===== src/rtl/stage3_issue_latch_if.sv =====
// Stage-2 to stage-3 pipeline latch bus: stage-2 payload and hazard controls in,
// latched stage-3 state, flags and hazard request out.
interface stage3_issue_latch_if #(
  parameter int DATA_W = 8
);
  logic [DATA_W-1:0] ir_in;
  logic [DATA_W-1:0] pc_in;
  logic [DATA_W-1:0] r1_in;
  logic [DATA_W-1:0] r2_in;
  logic              valid_in;
  logic              stall;
  logic              flush;
  logic              alu_n;
  logic              alu_z;
  logic              flag_write;
  logic [3:0]        instr_op;
  logic [DATA_W-1:0] ir_out;
  logic [DATA_W-1:0] pc_out;
  logic [DATA_W-1:0] r1_out;
  logic [DATA_W-1:0] r2_out;
  logic              valid_out;
  logic              NwireOut;
  logic              ZwireOut;
  logic              hazard_stall;
  logic              halted;

  modport master (
    output ir_in, pc_in, r1_in, r2_in, valid_in, stall, flush, alu_n, alu_z, flag_write,
    input  instr_op, ir_out, pc_out, r1_out, r2_out, valid_out, NwireOut, ZwireOut,
           hazard_stall, halted
  );

  modport slave (
    input  ir_in, pc_in, r1_in, r2_in, valid_in, stall, flush, alu_n, alu_z, flag_write,
    output instr_op, ir_out, pc_out, r1_out, r2_out, valid_out, NwireOut, ZwireOut,
           hazard_stall, halted
  );
endinterface


===== src/rtl/stage3_issue_latch.sv =====
// Register-read to execute pipeline latch with bubble insertion on flush / load-use,
// the N/Z flag register and the sticky STOP halt.
module stage3_issue_latch #(
  parameter int                DATA_W  = 8,
  parameter logic [DATA_W-1:0] NOP_IR  = 8'h0A,
  parameter logic [1:0]        ORI_SRC = 2'b01
) (
  input logic                 clock,
  input logic                 reset,
  stage3_issue_latch_if.slave bus
);

  logic [DATA_W-1:0] ir_reg;
  logic [DATA_W-1:0] pc_reg;
  logic [DATA_W-1:0] r1_reg;
  logic [DATA_W-1:0] r2_reg;
  logic              valid_reg;
  logic              n_reg;
  logic              z_reg;
  logic              halted_reg;

  logic [3:0] in_op;
  logic [1:0] in_rs;
  logic [1:0] in_rt;
  logic       is_ori;
  logic       is_shift;
  logic       is_two_src;
  logic       is_load_in;
  logic [3:0] src_hit;
  logic       hazard;

  assign in_op      = bus.ir_in[3:0];
  assign in_rs      = bus.ir_in[7:6];
  assign in_rt      = bus.ir_in[5:4];
  // ORI and shift are 3-bit opcodes; test them before the full-nibble classes.
  assign is_ori     = (in_op[2:0] == 3'b111);
  assign is_shift   = (in_op[2:0] == 3'b011);
  assign is_two_src = (in_op == 4'b0100) || (in_op == 4'b0110) ||
                      (in_op == 4'b1000) || (in_op == 4'b0010);
  assign is_load_in = (in_op == 4'b0000);

  genvar gi;
  generate
    for (gi = 0; gi < 4; gi++) begin : g_src
      localparam logic [1:0] REG_IDX = 2'(gi);
      assign src_hit[gi] = is_ori     ? (ORI_SRC == REG_IDX) :
                           is_shift   ? (in_rs == REG_IDX) :
                           is_two_src ? ((in_rs == REG_IDX) || (in_rt == REG_IDX)) :
                           is_load_in ? (in_rt == REG_IDX) :
                                        1'b0;
    end
  endgenerate

  assign hazard = valid_reg && bus.valid_in && !halted_reg && !bus.flush &&
                  (ir_reg[3:0] == 4'b0000) && src_hit[ir_reg[7:6]];

  always_ff @(posedge clock or posedge reset) begin
    if (reset) begin
      ir_reg     <= NOP_IR;
      pc_reg     <= '0;
      r1_reg     <= '0;
      r2_reg     <= '0;
      valid_reg  <= 1'b0;
      n_reg      <= 1'b0;
      z_reg      <= 1'b0;
      halted_reg <= 1'b0;
    end else begin
      // Flags belong to the instruction already in stage 3, so a flush does not cancel them.
      if (valid_reg && bus.flag_write && !bus.stall) begin
        n_reg <= bus.alu_n;
        z_reg <= bus.alu_z;
      end
      if (valid_reg && (ir_reg[3:0] == 4'b0001) && !bus.stall)
        halted_reg <= 1'b1;

      if (bus.flush || halted_reg || (!bus.stall && hazard)) begin
        ir_reg    <= NOP_IR;
        pc_reg    <= '0;
        r1_reg    <= '0;
        r2_reg    <= '0;
        valid_reg <= 1'b0;
      end else if (!bus.stall) begin
        ir_reg    <= bus.valid_in ? bus.ir_in : NOP_IR;
        pc_reg    <= bus.pc_in;
        r1_reg    <= bus.r1_in;
        r2_reg    <= bus.r2_in;
        valid_reg <= bus.valid_in;
      end
    end
  end

  assign bus.instr_op     = ir_reg[3:0];
  assign bus.ir_out       = ir_reg;
  assign bus.pc_out       = pc_reg;
  assign bus.r1_out       = r1_reg;
  assign bus.r2_out       = r2_reg;
  assign bus.valid_out    = valid_reg;
  assign bus.NwireOut     = n_reg;
  assign bus.ZwireOut     = z_reg;
  assign bus.hazard_stall = hazard;
  assign bus.halted       = halted_reg;

endmodule


===== src/flat_wrapper.sv =====
// flat-port wrapper written by rule: the top's interface ports become plain ports
module stage3_issue_latch_flat 
#(
  parameter int                DATA_W  = 8,
  parameter logic [DATA_W-1:0] NOP_IR  = 8'h0A,
  parameter logic [1:0]        ORI_SRC = 2'b01
)
  (clock, reset, bus_ir_in, bus_pc_in, bus_r1_in, bus_r2_in, bus_valid_in, bus_stall, bus_flush, bus_alu_n, bus_alu_z, bus_flag_write, bus_instr_op, bus_ir_out, bus_pc_out, bus_r1_out, bus_r2_out, bus_valid_out, bus_NwireOut, bus_ZwireOut, bus_hazard_stall, bus_halted);
  stage3_issue_latch_if #(.DATA_W(DATA_W)) bus_i ();
  input logic clock;
  input logic reset;
  input wire logic [$bits(bus_i.ir_in)-1:0] bus_ir_in;
  input wire logic [$bits(bus_i.pc_in)-1:0] bus_pc_in;
  input wire logic [$bits(bus_i.r1_in)-1:0] bus_r1_in;
  input wire logic [$bits(bus_i.r2_in)-1:0] bus_r2_in;
  input wire logic [$bits(bus_i.valid_in)-1:0] bus_valid_in;
  input wire logic [$bits(bus_i.stall)-1:0] bus_stall;
  input wire logic [$bits(bus_i.flush)-1:0] bus_flush;
  input wire logic [$bits(bus_i.alu_n)-1:0] bus_alu_n;
  input wire logic [$bits(bus_i.alu_z)-1:0] bus_alu_z;
  input wire logic [$bits(bus_i.flag_write)-1:0] bus_flag_write;
  output wire logic [$bits(bus_i.instr_op)-1:0] bus_instr_op;
  output wire logic [$bits(bus_i.ir_out)-1:0] bus_ir_out;
  output wire logic [$bits(bus_i.pc_out)-1:0] bus_pc_out;
  output wire logic [$bits(bus_i.r1_out)-1:0] bus_r1_out;
  output wire logic [$bits(bus_i.r2_out)-1:0] bus_r2_out;
  output wire logic [$bits(bus_i.valid_out)-1:0] bus_valid_out;
  output wire logic [$bits(bus_i.NwireOut)-1:0] bus_NwireOut;
  output wire logic [$bits(bus_i.ZwireOut)-1:0] bus_ZwireOut;
  output wire logic [$bits(bus_i.hazard_stall)-1:0] bus_hazard_stall;
  output wire logic [$bits(bus_i.halted)-1:0] bus_halted;
  assign bus_i.ir_in = bus_ir_in;
  assign bus_i.pc_in = bus_pc_in;
  assign bus_i.r1_in = bus_r1_in;
  assign bus_i.r2_in = bus_r2_in;
  assign bus_i.valid_in = bus_valid_in;
  assign bus_i.stall = bus_stall;
  assign bus_i.flush = bus_flush;
  assign bus_i.alu_n = bus_alu_n;
  assign bus_i.alu_z = bus_alu_z;
  assign bus_i.flag_write = bus_flag_write;
  assign bus_instr_op = bus_i.instr_op;
  assign bus_ir_out = bus_i.ir_out;
  assign bus_pc_out = bus_i.pc_out;
  assign bus_r1_out = bus_i.r1_out;
  assign bus_r2_out = bus_i.r2_out;
  assign bus_valid_out = bus_i.valid_out;
  assign bus_NwireOut = bus_i.NwireOut;
  assign bus_ZwireOut = bus_i.ZwireOut;
  assign bus_hazard_stall = bus_i.hazard_stall;
  assign bus_halted = bus_i.halted;
  stage3_issue_latch #(.DATA_W(DATA_W), .NOP_IR(NOP_IR), .ORI_SRC(ORI_SRC)) u_core (.clock(clock), .reset(reset), .bus(bus_i));
endmodule

===== config.mk =====
export PLATFORM = sky130hd
export DESIGN_NAME = stage3_issue_latch_flat
export DESIGN_NICKNAME = d
export VERILOG_FILES = /design/src/rtl/stage3_issue_latch_if.sv /design/src/rtl/stage3_issue_latch.sv /design/src/flat_wrapper.sv
export SDC_FILE = /design/constraint.sdc
export NUM_CORES = 1
export LEC_CHECK = 0
export ABC_AREA = 1
export CORE_ASPECT_RATIO = 0.7
export CORE_MARGIN = 3
export CORE_UTILIZATION = 43
export CTS_BUF_LIST = sky130_fd_sc_hd__clkbuf_8
export CTS_CLUSTER_SIZE = 8
export DETAILED_ROUTE_END_ITERATION = 7
export GPL_ROUTABILITY_DRIVEN = 0
export GPL_TIMING_DRIVEN = 1
export PLACE_DENSITY = 0.94
export SLEW_MARGIN = 30
export SYNTH_ARGS = -nofsm -noshare
export SYNTH_HDL_FRONTEND = slang
export SYNTH_SLANG_ARGS = --single-unit
export TNS_END_PERCENT = 50

===== constraint.sdc =====
create_clock -name clock -period 1.93 [get_ports clock]
set_clock_uncertainty 0.1 [all_clocks]
set_input_delay 0.2895 -clock clock [delete_from_list [all_inputs] [get_ports clock]]
set_output_delay 0.2895 -clock clock [all_outputs]
set_load 0.01 [all_outputs]

* Word-level counts from Yosys, hierarchy flattened
Cells that the tools add are included.
** Word-level totals
- Output and inout bits :: 41
- Word-level logic and storage cells :: 78
- Bits in registers :: 36
- Input bits :: 40
** Cells by class
- Equal/unequal tests :: 14
- Reductions and logical operators :: 26
- $lt $le $gt $ge :: 1
- Multiplexer cells :: 29
** Operator list (number)
- 2-to-1 mux 8 bit :: 9
- 2-to-1 mux 1 bit :: 19
- logical AND 1 bit :: 10
- logical OR 1 bit :: 9
- equality test 2 bit, second input constant :: 4
- equality test 4 x 3 -> 1 bit, second input constant :: 2
- logical NOT 4 bit :: 2
- equality test 2 x 1 -> 1 bit, second input constant :: 2
- equality test 4 x 1 -> 1 bit, second input constant :: 1
- equality test 4 x 2 -> 1 bit, second input constant :: 1
- equality test 4 bit, second input constant :: 1
- logical NOT 2 bit :: 2
- equality test 3 x 2 -> 1 bit, second input constant :: 1
- equality test 3 bit, second input constant :: 1
- logical NOT 1 bit :: 3
- < comparator 2 x 3 -> 1 bit, second input constant :: 1
- binary-select mux 1 bit (select 2 bit) :: 1
- != test 2 x 1 -> 1 bit, second input constant :: 1

* Logic depth before layout (Yosys ltp)
- Word-level depth :: 13
- Gate-level depth with buffers :: 12
- Mapped depth without buffers :: 12

* Least setup slack after synthesis
OpenSTA, ideal clock, no wires.
- Kind :: register -> output
- Start :: register u_core.ir_reg[6], in the netlist u_core.bus.ir_out[6]
- End :: output bus_hazard_stall
- Data required time :: 1541 ps
- Path slack :: 302 ps
- Data arrival time :: 1239 ps
- Path buffers :: 1
- Cell stages (with the launch flop) :: 10
- Cell sequence :: dfrtp_1 > inv_1 > nand2_1 > nand3_1 > nor2_1 > nor2_1 > a21oi_2 > nand2_4 > buf_8 > inv_2
** On the way
- Cells in the longest elaborated chain, start to end :: 3
** RTL lines
- from (decl) :: line stage3_issue_latch.sv:13 : logic [DATA_W-1:0] ir_reg;
- from (signal assigned) :: line stage3_issue_latch.sv:83 : ir_reg <= bus.valid_in ? bus.ir_in : NOP_IR;
- binary-select mux 1 bit (select 2 bit) :: line stage3_issue_latch.sv:55 : (ir_reg[3:0] == 4'b0000) && src_hit[ir_reg[7:6]];
- 2-to-1 mux 1 bit (implied by the code) :: line stage3_issue_latch.sv:55
- logical AND 1 bit :: line stage3_issue_latch.sv:55
- to (decl) :: line flat_wrapper.sv:30 : output wire logic [$bits(bus_i.hazard_stall)-1:0] bus_hazard_stall;
Every way passes these cells. The select of a mux whose other input is x is not followed.

* Final worst setup path
- Start :: input bus_ir_in[0]
- End :: output bus_hazard_stall
** On the way
- Cells in the longest elaborated chain, start to end :: 10
- Elaborated cells on any way between the ends :: 29
** RTL lines
- from (decl) :: line flat_wrapper.sv:12 : input wire logic [$bits(bus_i.ir_in)-1:0] bus_ir_in;
- equality test 4 x 3 -> 1 bit :: line stage3_issue_latch.sv:38 : assign is_two_src = (in_op == 4'b0100) || (in_op == 4'b0110) ||
- logical OR 1 bit (2 in a row) :: line stage3_issue_latch.sv:38
- logical OR 1 bit :: line stage3_issue_latch.sv:39 : (in_op == 4'b1000) || (in_op == 4'b0010);
- 2-to-1 mux 1 bit :: line stage3_issue_latch.sv:48 : is_two_src ? ((in_rs == REG_IDX) || (in_rt == REG_IDX)) :
- 2-to-1 mux 1 bit :: line stage3_issue_latch.sv:47 : is_shift ? (in_rs == REG_IDX) :
- 2-to-1 mux 1 bit :: line stage3_issue_latch.sv:46 : assign src_hit[gi] = is_ori ? (ORI_SRC == REG_IDX) :
- binary-select mux 1 bit (select 2 bit) (*) :: line stage3_issue_latch.sv:55
- 2-to-1 mux 1 bit (implied by the code) (*) :: line stage3_issue_latch.sv:55
- logical AND 1 bit (*) :: line stage3_issue_latch.sv:55
Mark *: on every way between the ends. The rest lies on a longest branch, timed or not. The select of a mux whose other input is x is not followed.

==> impl_results.md <==
- Dpl ws: -0.5402 ns
- Synthesis Warnings: 0
- Hold Path Class: in2async
- Drt via density: 5.060
- Peak supply drop: 388.7 uV
- Crit start category: primary input
- Tot GR Track Use: 21.80%
- Critical path's slowest cell: dlygate4sd2_1
- Die area: 4980 um^2
- WL/cell: 14.39 um
- Worst-path clk slew: 0.07 ns
- Vias in the first global route: 1,842
- CTS buffer count: 5
- Peak Freq: 0.5440 GHz
- Sequential power share: 45.9%
- Total of max-cap violations: 0
- Worst setup EP type: primary output
- Routed WL: 5254 um
- Placement Cell Area: 2713 um^2
- Hold Vio Cnt, Final: 0
- # clock sinks: 36
- Outcome: complete, no violations
- Fin crit share: 95.25%
- Fin crit period: 1.838 ns
- Port buffer count: 80
- CP required: 1.54 ns
- PwrDens: 629.0 nW/um^2
- Final setup vio count: 0
- Slew headroom: 70.72%
- Initial Util: 47.54%
- Max-slew violations: 0
- Sw Ratio: 23.84%
- Clock Tree Buf Depth: 2
- Final setup TNS: 0 ns
- FF+latch count, synth: 36
- Ant diodes: 0
- Synth unique cells: 23
- Most common cell after layout, fill and taps aside: nand2_1
- Total power: 1.777 mW
- Internal power: 1.353 mW
- Final Cell Area: 2825 um^2
- Seq/Total Area, Yosys: 50.52%
- Antenna violations before repair: 0
- WP buf/inv: 4
- Delay-heaviest family, CP: buffers and inverters
- Die Ht: 59.95 um
- Max stage delay on crit path: 0.30 ns
- Initial drt markers: 82
- CTS tree: done
- Hold buffers post-CTS: 0
- Drt first pass iters: 4
- Total grt overflow: 0
- Crit path cell chain: dlygate4sd2_1, nand2_2, buf_4, a21oi_1, nor2_1, nand2_1, nand3_2, nand2_4, inv_2, buf_4
- Commonest cells after routing, fill and taps aside: nand2_1, clkdlybuf4s50_1, dfrtp_1
- Final worst setup slack: 0.09162 ns
- Leakage: 1.408 nW
- Setup CP Type: in2out
- Nets: 354
- Worst-path maximum fanout: 4
- DR DRC count: 0
- Clock root cell: clkbuf_8
- DR vias: 1,847
- Logic pwr share: 18.6%
- Fraction of layout instances using a drive strength above 1: 16.51%
- H-tree depth: 2
- Final ANT Viol Nets: 0
- Syn Inst Count: 219
- CP arrival: 1.45 ns
- Clock Power Share: 35.5%
- Sw power: 0.4236 mW
- Row count: 18
- # IOs: 81
- Core area: 3761 um^2
- Avg Cell Area, Syn: 8.164 um^2
- Worst-margin pin slew: 0.4392 ns
- Mapped cell area: 1788 um^2
- Die width: 83.07 um
- Hold Slack: 0.3107 ns
- FFs w/ async S/R, synth: 100.0%
- Pin count of the biggest net entering global routing: 37
- Syn Nets: 259
- Number of flops mapped to enable cells by yosys: 0
- Top_reg_cell synth: dfrtp_1
- Clock Latency Late Sink: 0.28 ns
- HPWL after detailed placement: 3864 um
- Unrepaired setup endpoints after global routing: true
- Area grow syn2layout: 58.01%
- Most used cell, CP: buf_4
- First-pass GRT wire length: 8549 um
## worst paths after layout
| path | slack [ns] | cells past startpoint | from | to |
|---|---|---|---|---|
| min in group clock | 0.38 | 2 | u_core.bus.r1_out[0]$_DFFE_PP0P_ | u_core.bus.r1_out[0]$_DFFE_PP0P_ |
| hold reg to reg | 0.38 | 2 | u_core.bus.r1_out[0]$_DFFE_PP0P_ | u_core.bus.r1_out[0]$_DFFE_PP0P_ |
| setup reg to reg | 0.17 | 10 | u_core.bus.ir_out[6]$_DFFE_PP0P_ | u_core.bus.r1_out[7]$_DFFE_PP0P_ |
| hold / removal | 0.31 | 3 | reset | u_core.bus.r2_out[5]$_DFFE_PP0P_ |
| max in group asynchronous | 1.07 | 3 | reset | u_core.bus.ir_out[1]$_DFFE_PP1P_ |
| setup / recovery | 0.09 | 10 | bus_ir_in[0] | bus_hazard_stall |
## Yosys cell counts, types with 3 or more instances
master     n  area share [%]
inv_1     18             3.8
nand3_1    4             1.1
o21bai_1   3             1.3
clkbuf_1   5             1.0
nand2_1   75              16
nor2_2     3             1.0
nor2_1    14             2.9
dfrtp_1   34              48
nand4_1   26             9.1
buf_4      4             1.7
o21ai_1   10             2.8
inv_2      5             1.0
## worst register-to-register path: cells and delay by family, from the launching register on
kind,cells,cell delay [ns]
simple gates,6,0.51
compound gates,2,0.25
flops,1,0.45
buf+inv,2,0.39
## final cells by class
type	instances	area, um^2
flip-flops and latches	36	904.6
repair buffers	101	947.2
inverters	23	86.33
clock buffers	5	68.82
multi-input cells	147	716.9
fillers	282	935.9
well taps	50	62.56
clock inverters	3	38.79
## what timing repair did
action,4_1_cts,5_1_grt
setup buffers,1,0
cloned,0,0
endpoints found under the hold margin,0,0
pin swaps,3,1
resized for setup,16,3
endpoints found under the setup margin,13,9
## routing by layer
metal / global-route usage [%] / wire, um / vias to the layer above
met5: 0 / 0 / -
met4: 4.895 / 26 / 0
met3: 7.438 / 479 / 4
met2: 37.21 / 2400 / 84
met1: 27.30 / 2348 / 862
li1: - / - / 897
## power groups by stage
| stage | Clock [mW] | Combinational (mW) | Sequential, mW |
|---|---|---|---|
| floorplan | 0 | 0.104 | 0.843 |
| global placement | 0 | 0.326 | 0.826 |
| detailed placement | 0 | 0.333 | 0.827 |
| CTS | 0.644 | 0.333 | 0.815 |
| global route | 0.677 | 0.360 | 0.818 |
| finish | 0.631 | 0.330 | 0.815 |
## through the flow
step                      instances  util [%]
final                           365     75.12
after global routing            365     75.12
after CTS                       365     75.05
after detailed placement        356     72.12
after global placement          356     72.12
after floorplan                 219         -
## kinds of logic after synthesis
| kind of cell | Yosys count | share of synthesized area, % |
|---|---|---|
| buffers and inverters | 36 | 9.797 |
| multiplexers | 2 | 1.260 |
| flip-flops | 36 | 50.53 |
| AO/OA/AOI/OAI | 17 | 5.388 |
| AND/OR/NAND/NOR | 128 | 33.03 |
(Power assumes the default switching activity.)
